<file path="config.mk">
export PLATFORM = sky130hd
export DESIGN_NAME = uart_rx
export DESIGN_NICKNAME = d
export VERILOG_FILES = /design/src/rtl/uart_rx.sv
export SDC_FILE = /design/constraint.sdc
export NUM_CORES = 1
export LEC_CHECK = 0
export CORE_UTILIZATION = 52
export CTS_CLUSTER_DIAMETER = 100
export DETAILED_ROUTE_END_ITERATION = 10
export PLACE_DENSITY = 0.75
export SLEW_MARGIN = 25
export SYNTH_ARGS = -nofsm -noshare
export SYNTH_HDL_FRONTEND = slang
export SYNTH_SLANG_ARGS = --single-unit
</file>
<file path="constraint.sdc">
create_clock -name clk -period 2.2 [get_ports clk]
set_input_delay 0.66 -clock clk [delete_from_list [all_inputs] [get_ports clk]]
set_output_delay 0.66 -clock clk [all_outputs]
set_load 0.02 [all_outputs]
</file>
<file path="src/rtl/uart_rx.sv">
// uart_rx: 8N1 UART receiver with an oversampling baud counter.
// The start bit is confirmed at its midpoint, and every later bit is sampled
// one bit time after that, which puts each sample near the middle of its bit.
//
// Ports:
//   clk        system clock; all logic runs on its rising edge
//   rst        synchronous active-high reset
//   rx         asynchronous serial input (idle high, LSB first)
//   data       last correctly framed byte
//   valid      one-cycle pulse; data is new and stable on this cycle
//   frame_err  one-cycle pulse; the stop bit was sampled low
//   busy       high whenever the receiver is not idle
module uart_rx #(
   parameter int unsigned CLK_FREQ = 50_000_000,
   parameter int unsigned BAUD     = 115200
) (
   input  logic       clk,
   input  logic       rst,
   input  logic       rx,
   output logic [7:0] data,
   output logic       valid,
   output logic       frame_err,
   output logic       busy
);

   localparam int unsigned DIV   = CLK_FREQ / BAUD;
   localparam int unsigned HALF  = DIV / 2;
   localparam int unsigned CNT_W = 16;

   localparam logic [CNT_W-1:0] DIV_LAST  = CNT_W'(DIV - 1);
   localparam logic [CNT_W-1:0] HALF_LAST = CNT_W'(HALF - 1);

   typedef enum logic [1:0] {
      IDLE  = 2'd0,
      START = 2'd1,
      DATA  = 2'd2,
      STOP  = 2'd3
   } state_t;

   state_t           state;
   state_t           state_nxt;
   logic [CNT_W-1:0] baud_cnt;
   logic [CNT_W-1:0] baud_nxt;
   logic [2:0]       bit_cnt;
   logic [2:0]       bit_nxt;
   logic [7:0]       shift;
   logic [7:0]       shift_nxt;
   logic [7:0]       data_nxt;
   logic             valid_nxt;
   logic             ferr_nxt;
   logic             busy_nxt;

   logic             rx_m;
   logic             rx_s;
   logic             rx_d;

   // Two-flop synchronizer plus one delay stage for edge detection.
   // All three reset high so releasing reset never looks like a falling edge.
   always_ff @(posedge clk) begin
      if (rst) begin
         rx_m <= 1'b1;
         rx_s <= 1'b1;
         rx_d <= 1'b1;
      end else begin
         rx_m <= rx;
         rx_s <= rx_m;
         rx_d <= rx_s;
      end
   end

   // State and datapath registers.
   always_ff @(posedge clk) begin
      if (rst) begin
         state     <= IDLE;
         baud_cnt  <= '0;
         bit_cnt   <= '0;
         shift     <= '0;
         data      <= '0;
         valid     <= 1'b0;
         frame_err <= 1'b0;
         busy      <= 1'b0;
      end else begin
         state     <= state_nxt;
         baud_cnt  <= baud_nxt;
         bit_cnt   <= bit_nxt;
         shift     <= shift_nxt;
         data      <= data_nxt;
         valid     <= valid_nxt;
         frame_err <= ferr_nxt;
         busy      <= busy_nxt;
      end
   end

   // Next-state and next-output logic.
   always_comb begin
      state_nxt = state;
      baud_nxt  = baud_cnt;
      bit_nxt   = bit_cnt;
      shift_nxt = shift;
      data_nxt  = data;
      valid_nxt = 1'b0;
      ferr_nxt  = 1'b0;

      case (state)
         IDLE: begin
            // Only a real high-to-low transition starts a frame; a line
            // that is simply stuck low is ignored.
            if (rx_d && !rx_s) begin
               state_nxt = START;
               baud_nxt  = '0;
            end
         end

         START: begin
            if (baud_cnt == HALF_LAST) begin
               baud_nxt = '0;
               if (!rx_s) begin
                  state_nxt = DATA;
                  bit_nxt   = '0;
               end else begin
                  // Line went back high before mid start bit: treat as noise.
                  state_nxt = IDLE;
               end
            end else begin
               baud_nxt = baud_cnt + CNT_W'(1);
            end
         end

         DATA: begin
            if (baud_cnt == DIV_LAST) begin
               shift_nxt[bit_cnt] = rx_s;
               baud_nxt           = '0;
               if (bit_cnt == 3'd7) begin
                  state_nxt = STOP;
               end else begin
                  bit_nxt = bit_cnt + 3'd1;
               end
            end else begin
               baud_nxt = baud_cnt + CNT_W'(1);
            end
         end

         STOP: begin
            if (baud_cnt == DIV_LAST) begin
               state_nxt = IDLE;
               baud_nxt  = '0;
               if (rx_s) begin
                  data_nxt  = shift;
                  valid_nxt = 1'b1;
               end else begin
                  ferr_nxt = 1'b1;
               end
            end else begin
               baud_nxt = baud_cnt + CNT_W'(1);
            end
         end

         default: begin
            state_nxt = IDLE;
            baud_nxt  = '0;
         end
      endcase

      // Registered from the next state so busy tracks the state exactly.
      busy_nxt = (state_nxt != IDLE);
   end

endmodule

</file>
* Yosys cells after proc, flatten, opt, wreduce, memory -nomap -nowiden
Index checks and enable logic that the tools add are counted.
Storage, ports and cells: register bits 43, output and inout bits 11, word-level logic and storage cells 60
Cells by class: add/subtract/negate cells 2, order comparisons 2, equality and inequality tests 11, mux-type cells 21, bitwise gates (word level) 2, reductions and logical operators 11
Operator list (number):
- 16-bit two-way mux | 3
- 16-bit one-hot mux with 3 select lines | 1
- 16-bit by 1-bit adder with 16-bit output (second input constant) | 1
- 16-bit by 8-bit equality test with 1-bit output (second input constant) | 1
- 16-bit by 9-bit equality test with 1-bit output (second input constant) | 1
- 2-bit two-way mux | 6
- 3-bit two-way mux | 4
- 2-bit inequality test (second input constant) | 5
- 8-bit bitwise mux | 1
- 2-bit one-hot mux with 4 select lines | 1
- 3-bit one-hot mux with 2 select lines | 1
- 5-bit AND reduction | 1
- 2-bit equality test (second input constant) | 2
- 3-bit by 4-bit < comparator with 1-bit output (second input constant) | 1
- 2-bit nonzero test | 2
- 3-bit by 1-bit adder with 3-bit output (second input constant) | 1
- 1-bit demux with 3-bit select | 1
- 3-bit equality test (second input constant) | 1
- 3-bit by 1-bit >= comparator with 1-bit output (second input constant) | 1
- 1-bit two-way mux | 3
- 3-bit AND reduction | 1
- 3-bit OR reduction | 1
- 2-bit by 1-bit equality test with 1-bit output (second input constant) | 1
- 1-bit logical AND | 2
- other kinds (5) | 6

* Logic depth before layout (Yosys ltp)
Gate-level depths: netlist of the first run.
word-level depth 5, depth in mapped cells 8

* Worst setup path after synthesis of the first run
No wires, ideal clock.
path kind register to register, start point register baud_cnt[9], end point register shift[5], arrival time 2.158 ns, data required time 2.072 ns, setup slack -0.086 ns, stages on the path, launching flop included 8, buffers on the path 2, clock period less this slack 2.286 ns, cells stage by stage dfxtp_1 -> buf_6 -> or4_4 -> or4_1 -> buf_4 -> nor4b_4 -> mux2i_1 -> nor2_1
On the way: longest elaborated chain between the ends 2
RTL lines:
- start: declaration | RTL line 42 | logic [CNT_W-1:0] baud_cnt;
- start signal: assignment | RTL line 84 | baud_cnt <= baud_nxt;
- 16-bit by 9-bit equality test with 1-bit output | RTL line 130 | if (baud_cnt == DIV_LAST) begin
- 2-bit AND reduction (no line)
- end signal: assignment | RTL line 86 | shift <= shift_nxt;
- end: declaration | RTL line 46 | logic [7:0] shift;
No other way between the ends. A chain may end at the register's enable or synchronous reset.

* Worst setup path in the final report of the first run
start point register baud_cnt[15], end point register busy
On the way: longest elaborated chain between the ends 4, elaborated cells on any way between the ends 7
RTL lines:
- 16-bit by 9-bit equality test with 1-bit output / 16-bit by 8-bit equality test with 1-bit output (equally long branches) | RTL line 130, 144, 115
- 2-bit two-way mux, on equally long branches | RTL line 144, 115, 130
- 2-bit one-hot mux with 4 select lines (*) | RTL line 104 | case (state)
- 2-bit nonzero test (*) | RTL line 165 | busy_nxt = (state_nxt != IDLE);
- end signal: assignment | RTL line 90 | busy <= busy_nxt;
- end: declaration | RTL line 23 | output logic busy
Mark *: on every way between the ends. The rest lies on a longest branch, timed or not.

==> metrics.md, run 1 <==
| Metric | Value |
|---|---|
| Status | completed |
| Wirelength, routed | 4440 um |
| Max Cap Violations | 0 |
| Top FF cell, synth | dfxtp_1 |
| Async SR Flop Fraction | 0% |
| HPWL after DPL | 2930 um |
| Global-route wire length before repair | 7400 um |
| Worst EP arrival | about 2400 ps |
| Iteration-0 DRC Markers | 126 |
| Power Density | 550 mW/mm^2 |
| GR Util All Layers | between 20% and 30% |
| Placement Rows | 22 |
| Final Wtd Congestion | 0.818 |
| Core area | 0.00372 sq mm |
| Die W | approximately 65 um |
| Largest net degree at the start of global routing | 18 |
| Final antenna-violating net count | 0 |
| Die Y | about 65 um |
| Layout area overhead | 28.1% |
| Clock Skews | slightly below 2 ps |
| Critical path required time | 2400 ps |
| Htree depth | 2 |
| Unique cell type count in the Yosys netlist | slightly below 50 |
| Initial antenna violation count | 0 |
| Mapped Area | 0.00205 sq mm |
| Io pins | 14 |
| Unrepaired setup endpoints after global routing | true |
| Root buf cell | clkbuf_8 |
| Fmax | between 400 and 500 MHz |
| Residual DRC | 0 |
| Vias/cell | 5.69 |
| Share of layout cells above drive strength 1 | 26.5% |
| Worst-Margin Slew | 459 ps |
| P_leak | between 1 and 1.5 nW |
| TritonRoute pass-1 iters | 4 |
| DIE AREA | about 0.0042 sq mm |
| Pre-CTS WS | -35.6 ps |
| TritonCTS clock tree | done |
| Vias post-DR | 1798 |
| Final count of pins violating max slew | 0 |
| FF+latch count, synth | 43 |
| Vias in the first global route | 1648 |
| Longest Clk Path Bufs | 2 |
| Worst hold path type | flip-flop to flip-flop |
| Total grt overflow | 0 |
| Syn_nets | 237 |
| Most frequent cells in the layout | dfxtp_1, nor2_1, buf_4 |
| Power Total | approximately 1.4 mW |
| NumNets Final | 275 |
| I/O Buffers | 13 |
| Clock tree sinks | 43 |
| Commonest non-fill, non-tap cell in the layout | dfxtp_1 |
| Wire length per cell | 14.1 um |
| Post-Synthesis Cells | 229 |
| Period utilization | between 90% and 100% |
| Synth Warn # | 0 |
| Clk_lat worst skew | 300 ps |
| Clk pin slew, worst setup/hold paths | ~80 ps |
| Antenna diode count | 0 |
| Endpoints failing setup | 0 |
| Number of CTS-inserted buffers | 5 |
| Starting density of the core | a little under three fifths |
| Maximum fanout along the worst path | 7 |
| Setup WS post-layout | ~35 ps |
| CP Class | flip-flop to flip-flop |
| Syn Area/Cell | 8.95 sq um |
| Post-synth EDFFs | 0 |
| Setup TNS after final layout | 0 ps |
| Worst vdd ir | 0.630 mV |
| Post-CTS Hold Fix Bufs | 0 |
| Seq/Total Area, Yosys | 42.0% |
| Fin. Hold Viols | 0 |
| CP Launch Type | flip-flop |
| Post-layout min period | 2170 ps |
| Critical Path Sink Type | flip-flop |
| Max-slew headroom | about 69% |
## Yosys cell counts, types with 2 or more instances
| master | instances | share of area (%) |
|---|---|---|
| dfxtp_1 | 43 | 42 |
| nor2_1 | 27 | 4.9 |
| mux2i_1 | 17 | 8.3 |
| nand2_1 | 17 | 3.1 |
| a21oi_1 | 12 | 2.9 |
| clkbuf_1 | 10 | 1.8 |
| inv_1 | 10 | 1.8 |
| a31oi_1 | 9 | 2.7 |
| nand3_1 | 9 | 2.2 |
| nand4_1 | 6 | 1.8 |
| ha_1 | 5 | 3.1 |
| nand2b_1 | 4 | 1.2 |
| o21ai_1 | 4 | 0.98 |
| or2_2 | 4 | 1.2 |
| a41oi_1 | 3 | 1.3 |
| nor4_1 | 3 | 0.92 |
| nor4_2 | 3 | 1.8 |
| a22o_1 | 2 | 0.85 |
| and2_1 | 2 | 0.61 |
| and3_1 | 2 | 0.61 |
| buf_1 | 2 | 0.37 |
| nor2b_1 | 2 | 0.61 |
| nor3_1 | 2 | 0.49 |
| nor3_2 | 2 | 0.98 |
| o21ai_0 | 2 | 0.49 |
| o2bb2ai_1 | 2 | 0.85 |
| or3b_2 | 2 | 0.85 |
| or4_1 | 2 | 0.73 |
## metal layers
layer | share of wire (%) | GRT usage, % | vias up | routed length, um
li1 | - | - | 894 | -
met1 | 49 | 29.7 | 848 | 2160
met2 | 44 | 36.3 | 48 | 1970
met3 | 5.3 | 5.81 | 8 | 237
met4 | 1.8 | 8.61 | 0 | 79
met5 | 0 | 0 | - | 0
## per-stage QoR
step / utilization [%] / instance area (sq um) / cells / hold WS [ps]
5_1_grt: 70.7 / 2630 / 316 / 440
4_1_cts: 67.2 / 2500 / 309 / 417
3_3_place_gp: 64.1 / 2380 / 301 / 391
2_1_floorplan: - / 2060 / 229 / 389
3_5_place_dp: 64.1 / 2380 / 301 / 398
6_report: 70.7 / 2630 / 316 / 413
## flip-flops by register name, indices dropped and copies added (netlist names)
register / flops
baud_cnt: 16
data: 8
shift: 8
bit_cnt: 3
state: 2
busy: 1
frame_err: 1
rx_d: 1
rx_m: 1
rx_s: 1
valid: 1
## path summary, 6_finish.rpt
| path | start | endpoint | slack, ps | depth (start not counted) |
|---|---|---|---|---|
| min reg2reg | rx_m | rx_s | 410 | 1 |
| max | baud_cnt[15] | busy | 30 | 6 |
| max reg2reg | baud_cnt[15] | busy | 30 | 6 |
| min | rx_m | rx_s | 410 | 1 |
## cell type report
cell class / count / area [sq um]
inverters: 10 / 40.0
multi-input cells: 161 / 1170
clock inverters: 1 / 7.51
well taps: 48 / 60.1
flip-flops and latches: 43 / 863
repair buffers: 46 / 388
clock buffers: 7 / 96.3
fillers: 294 / 1090
## kinds of logic (layout without fill, tap and decap cells)
| logic type | after synthesis | count (layout) | share of synthesized area, % |
|---|---|---|---|
| and+or+nand+nor | 95 | 95 | 27.2 |
| AOI/OAI and AO/OA | 43 | 43 | 13.7 |
| DFF | 43 | 43 | 42.0 |
| buffers and inverters | 25 | 64 | 5.19 |
| muxes | 18 | 18 | 8.85 |
| adders and majority gates | 5 | 5 | 3.05 |
## worst max-delay path, stage by stage (launching register included)
cell,delay (ps)
dfxtp_1,310
or4_4,570
or4_4,640
buf_4,180
nand3_1,70
o211ai_1,100
a21o_1,190
## what timing repair did
action	in CTS	in global routing
setup endpoints to repair	2	16
gates resized for setup	2	21
pin swaps	2	7
buffers inserted	0	5
cloned	0	2
## where the power goes
group,switching (mW),internal (mW)
clock network,0.278,0.286
logic,0.0501,0.0408
registers,0.00700,0.784
total,0.335,1.11
(Power assumes the default switching activity.)
==> run 2, diff against run 1 <==
--- a/config.mk
+++ b/config.mk
@@ -5,10 +5,9 @@
 export SDC_FILE = /design/constraint.sdc
 export NUM_CORES = 1
 export LEC_CHECK = 0
-export CORE_UTILIZATION = 52
+export CORE_UTILIZATION = 40
 export CTS_CLUSTER_DIAMETER = 100
 export DETAILED_ROUTE_END_ITERATION = 10
-export PLACE_DENSITY = 0.75
 export SLEW_MARGIN = 25
 export SYNTH_ARGS = -nofsm -noshare
 export SYNTH_HDL_FRONTEND = slang
==> run 2 against run 1 <==
Net effect: clock power up 29%; highest routed layer unchanged; die area increased by 29%; largest cell class unchanged; cell count up 4.4%.
==> metrics.md, run 2 (synthesized netlist as in run 1, its figures left out) <==
| Metric | Value |
|---|---|
| Unrepaired setup endpoints after global routing | true |
| I/O Buffers | 13 (unchanged) |
| Wire length per cell | 13.2 um (-5.9%) |
| Setup TNS after final layout | 0 ps (unchanged) |
| Largest net degree at the start of global routing | 21 (+3) |
| Clk pin slew, worst setup/hold paths | 80 ps (about the same) |
| Number of CTS-inserted buffers | 5 (unchanged) |
| Core area | 0.00482 sq mm (+30%) |
| Placed Area | 0.00242 sq mm (+1.8%) |
| Critical path required time | 2390 ps (about the same) |
| Clock Skews | 7.34 ps (+5.39 ps) |
| Die Y | 73.6 um (+14%) |
| Commonest non-fill, non-tap cell in the layout | dfxtp_1 |
| Most frequent cells in the layout | dfxtp_1, nor2_1, buf_4 |
| P_leak | 1.02 nW (-2.0%) |
| Clk_lat worst skew | 300 ps (about the same) |
| Vias in the first global route | 1536 (-6.8%) |
| Longest Clk Path Bufs | 2 (unchanged) |
| TritonRoute pass-1 iters | 4 (unchanged) |
| Vias/cell | 5.39 (-5.3%) |
| Layout Utilization | 54.1% (-17 points) |
| Worst-Margin Slew | 492 ps (+33.6 ps) |
| Biggest register | baud_cnt |
| Htree depth | 2 (unchanged) |
| Initial antenna violation count | 0 (unchanged) |
| Setup WS post-layout | 16.5 ps (-18.1 ps) |
| Layout area overhead | 27.2% |
| Vias post-DR | 1779 (-1.1%) |
| CP Class | flip-flop to flip-flop |
| Residual DRC | 0 (unchanged) |
| HPWL after DPL | 3050 um (+4.0%) |
| Wirelength, routed | 4370 um (-1.7%) |
| NumNets Final | 270 (-1.8%) |
| Final Non-Filler Cells | 330 (+4.4%) |
| Cell Count Post-Placement | 321 (+6.6%) |
| GR Util All Layers | 17.9% (-5.0 points) |
| Die W | 73.6 um (+14%) |
| R2R setup slack | 20 ps (-20 ps) |
| Final count of pins violating max slew | 0 (unchanged) |
| Power Density | 613 mW/mm^2 (+11%) |
| DIE AREA | 0.00541 sq mm (+29%) |
| Post-CTS Hold Fix Bufs | 0 (unchanged) |
| Status | completed |
| Hold WS | 420 ps (+7.17 ps) |
| Fin. Hold Viols | 0 (unchanged) |
| Maximum fanout along the worst path | 5 (-2) |
| Fmax | 458 MHz (-0.83%) |
| Cell area after layout | 0.00261 sq mm (-0.71%) |
| Max-slew headroom | 67.1% (-2.2 points) |
| CP Launch Type | flip-flop |
| Final Wtd Congestion | 0.750 (-8.3%) |
| Endpoints failing setup | 0 (unchanged) |
| Share of layout cells above drive strength 1 | 20.9% (-5.6 points) |
| Root buf cell | clkbuf_8 |
| Period utilization | 99.2% (+0.82 points) |
| Starting density of the core | 42.5% (-13 points) |
| Io pins | 14 (unchanged) |
| Max FFs per register | 16 (unchanged) |
| Critical Path Sink Type | flip-flop |
| Antenna diode count | 0 (unchanged) |
| Iteration-0 DRC Markers | 147 (+17%) |
| Final antenna-violating net count | 0 (unchanged) |
| Placement Rows | 25 (+14%) |
| Power Total | 1.60 mW (+11%) |
| Post-layout min period | 2180 ps (+18.1 ps) |
| Worst EP arrival | 2370 ps (about the same) |
| Pre-CTS WS | -30.4 ps (+5.24 ps) |
| Total grt overflow | 0 (unchanged) |
| Post CTS Setup Buffer Count | 0 (unchanged) |
| Max Cap Violations | 0 (unchanged) |
| Worst hold path type | flip-flop to flip-flop |
| Global-route wire length before repair | 7310 um (-1.2%) |
| Worst vdd ir | 0.338 mV (-46%) |
| Biggest regs | baud_cnt: 16 flops, data: 8 flops, shift: 8 flops |
| TritonCTS clock tree | done |
| Clock tree sinks | 43 (unchanged) |
## run 2: layer usage
metal	global-route usage (%)	vias to the layer above	part of all wire, %
li1	-	895	-
met1	24.7	835	48
met2	26.9	43	46
met3	4.25	6	5.1
met4	6.62	0	1.5
met5	0	-	0
## run 2: what timing repair did
action                                  CTS  global route
endpoints found under the hold margin     0             0
pin swaps                                 1             3
resized for setup                         1             6
gates cloned                              0             1
endpoints found under the setup margin    4            11
## run 2: final cells by class
type                       instances  area (sq um)
fill                             441          2210
multi-input combinational        162          1150
sequential                        43           862
timing repair buffer              40           345
tap                               67          83.8
clock buffer                       6          72.6
clock inverter                     2          60.1
inverter                          10          37.5
## run 2: worst paths after layout
path	from	to	cells past startpoint
max	baud_cnt[1]	shift[5]	7
min	rx_m	rx_s	1
max reg2reg	baud_cnt[1]	shift[5]	7
min reg2reg	rx_m	rx_s	1
## run 2: worst max-delay path, cell delays in order, from the launching register on
cell     delay, ps
dfxtp_2        330
inv_1           60
ha_1           140
or3b_4         410
or4_4          630
nor4b_4        250
mux2i_1        200
nor2_1          50
## run 2: power breakdown
| part | leakage, nW | internal, mW | switching, mW |
|---|---|---|---|
| Sequential | 0.348 | 0.784 | 0.00674 |
| Clock | 0.0654 | 0.454 | 0.272 |
| Combinational | 0.603 | 0.0361 | 0.0459 |
==> run 3, diff against run 2 <==
==> constraint.sdc (replaced) <==
create_clock -name clk -period 2.4 [get_ports clk]
set_input_delay 0.72 -clock clk [delete_from_list [all_inputs] [get_ports clk]]
set_output_delay 0.72 -clock clk [all_outputs]
set_load 0.02 [all_outputs]
==> run 3 against run 2 <==
Net effect: flip-flop and latch count unchanged; global-route usage decreased by 0.61 points; fmax decreased by 4.9%; worst setup slack improved by 86 ps; register-to-register slack improved by 90 ps; die area unchanged.
==> metrics.md, run 3 (synthesized netlist as in run 1, its figures left out) <==
| Metric | Value |
|---|---|
| R2R setup slack | 100 ps (+90 ps) |
| Number of CTS-inserted buffers | 5 (unchanged) |
| Biggest regs | baud_cnt: 16 flops, data: 8 flops, shift: 8 flops |
| GR Util All Layers | 17.3% (-0.61 points) |
| NumNets Final | 259 (-4.1%) |
| Fin. Hold Viols | 0 (unchanged) |
| Unrepaired setup endpoints after global routing | false |
| Share of layout cells above drive strength 1 | 16.7% (-4.2 points) |
| Worst hold path type | flip-flop to flip-flop |
| DIE AREA | 0.00541 sq mm (unchanged) |
| Global-route wire length before repair | 7180 um (-1.7%) |
| R2R depth | 6 (-1) |
| Residual DRC | 0 (unchanged) |
| Power Density | 537 mW/mm^2 (-12%) |
| Worst EP arrival | 2480 ps (+110 ps) |
| Final Wtd Congestion | 0.806 (+7.4%) |
| Die W | 73.6 um (unchanged) |
| Longest Clk Path Bufs | 2 (unchanged) |
| Post-CTS Hold Fix Bufs | 0 (unchanged) |
| Clock Skews | 12.7 ps (+5.32 ps) |
| Clk_lat worst skew | 310 ps (about the same) |
| Vias/cell | 5.17 (-4.1%) |
| P_leak | 0.942 nW (-7.3%) |
| Io pins | 14 (unchanged) |
| Crit path max-delay family | simple AND/OR/NAND/NOR gates |
| Fmax | 435 MHz (-4.9%) |
| Post-layout min period | 2300 ps (+114 ps) |
| Commonest non-fill, non-tap cell in the layout | dfxtp_1 |
| Cell area after layout | 0.00244 sq mm (-6.6%) |
| Critical R2R Launch | baud_cnt[9] |
| Largest stage delay, worst path | 570 ps (-60 ps) |
| HPWL after DPL | 2890 um (-5.1%) |
| CP max stage cell | or4_4 |
| Critical path required time | 2590 ps (+200 ps) |
| Vias post-DR | 1650 (-7.3%) |
| Period utilization | 95.7% (-3.5 points) |
| TritonCTS clock tree | done |
| Starting density of the core | 42.5% (unchanged) |
| Layout Utilization | 50.6% (-3.6 points) |
| Worst vdd ir | 0.307 mV (-9.2%) |
| Total grt overflow | 0 (unchanged) |
| Placed Area | 0.00233 sq mm (-3.9%) |
| Root buf cell | clkbuf_8 |
| Clk pin slew, worst setup/hold paths | 90 ps (about the same) |
| CP Class | flip-flop to flip-flop |
| Setup TNS after final layout | 0 ps (unchanged) |
| CP Launch Type | flip-flop |
| Final Non-Filler Cells | 319 (-3.3%) |
| Wirelength, routed | 4190 um (-4.0%) |
| Worst-path cell chain | or4_4, or4_1, buf_4, nor4_2, mux2i_1, nor2_1 |
| Most frequent cells in the layout | dfxtp_1, nor2_1, mux2i_1, nand2_1, buf_4 |
| Biggest register | baud_cnt |
| Placement Rows | 25 (unchanged) |
| Capturing point of the worst reg2reg path | shift[4] |
| Clock tree sinks | 43 (unchanged) |
| Iteration-0 DRC Markers | 126 (-14%) |
| Die Y | 73.6 um (unchanged) |
| Wire length per cell | 13.1 um (-0.72%) |
| Worst-Margin Slew | 518 ps (+26.1 ps) |
| Antenna diode count | 0 (unchanged) |
| Maximum fanout along the worst path | 9 (+4) |
| Critical Path Sink Type | flip-flop |
| I/O Buffers | 13 (unchanged) |
| Max FFs per register | 16 (unchanged) |
| Initial antenna violation count | 0 (unchanged) |
| Final count of pins violating max slew | 0 (unchanged) |
| Final antenna-violating net count | 0 (unchanged) |
| Vias in the first global route | 1523 (-0.85%) |
| TritonRoute pass-1 iters | 4 (unchanged) |
| Layout area overhead | 18.9% |
| Cell Count Post-Placement | 311 (-3.1%) |
| Max Cap Violations | 0 (unchanged) |
| Core area | 0.00482 sq mm (unchanged) |
| End point of the critical path | shift[4] |
| Htree depth | 2 (unchanged) |
| Critical Path Source | baud_cnt[9] |
| Largest net degree at the start of global routing | 29 (+38%) |
| Endpoints failing setup | 0 (unchanged) |
| Max-slew headroom | 65.4% (-1.8 points) |
| Status | completed |
| CP bufs+invs | 1 (unchanged) |
| Levels on crit path | 6 (-1) |
==> run 3: cell types whose count changed in the layout (fill, tap and decap cells not counted), moves of 2 or more <==
cell,before,now
bufinv_16,2,0
nor4_4,4,1
clkbuf_8,5,7
or4_4,4,1
nor4_2,0,3
buf_4,26,17
or4_1,0,2
==> run 3: area by class of cell <==
class	instances	area [sq um]
Fill cell	483	2380
Inverter	10	37.5
Timing Repair Buffer	30	258
Clock buffer	7	96.3
Clock inverter	1	7.51
Tap cell	67	83.8
Multi-Input combinational cell	161	1090
Sequential cell	43	861
==> run 3: stage by stage <==
stage	setup slack, ps	total power, mW	hold slack, ps
final	103	1.31	418
after global routing	19.1	1.36	456
after CTS	63.7	1.33	425
after detailed placement	89.5	0.807	405
after global placement	149	0.806	394
after floorplan	114	0.782	389
==> run 3: power by group <==
part | internal (mW) | switching [mW] | total (mW)
clock network | 0.262 | 0.254 | 0.516
logic | 0.0266 | 0.0395 | 0.0661
registers | 0.718 | 0.00665 | 0.725
total | 1.01 | 0.301 | 1.31
==> run 3: how the worst min path moves through the flow <==
stage	from	end	depth (start not counted)
floorplan	rx_m	rx_s	1
global placement	rx_m	rx_s	1
detailed placement	rx_m	rx_s	1
CTS	rx_m	rx_s	1
global route	rx_m	rx_s	1
finish	rx_m	rx_s	1
==> run 3: worst register-to-register path: stages, from the launching register on <==
cell and delay (ps):
dfxtp_1 330, or4_4 570, or4_1 540, buf_4 200
nor4_2 250, mux2i_1 230, nor2_1 60
==> run 3: what timing repair did <==
action	4_1_cts	5_1_grt
endpoints found under the setup margin	0	6
gates resized for setup	0	1
buffers inserted	0	0
==> run 3: metal layers <==
| layer | vias to the layer above | global-route usage, % | part of all wire [%] |
|---|---|---|---|
| met4 | 0 | 7.26 | 1.2 |
| met3 | 5 | 4.53 | 3.8 |
| met2 | 28 | 25.6 | 43 |
| li1 | 863 | - | - |
| met5 | - | 0 | 0 |
| met1 | 754 | 23.6 | 52 |
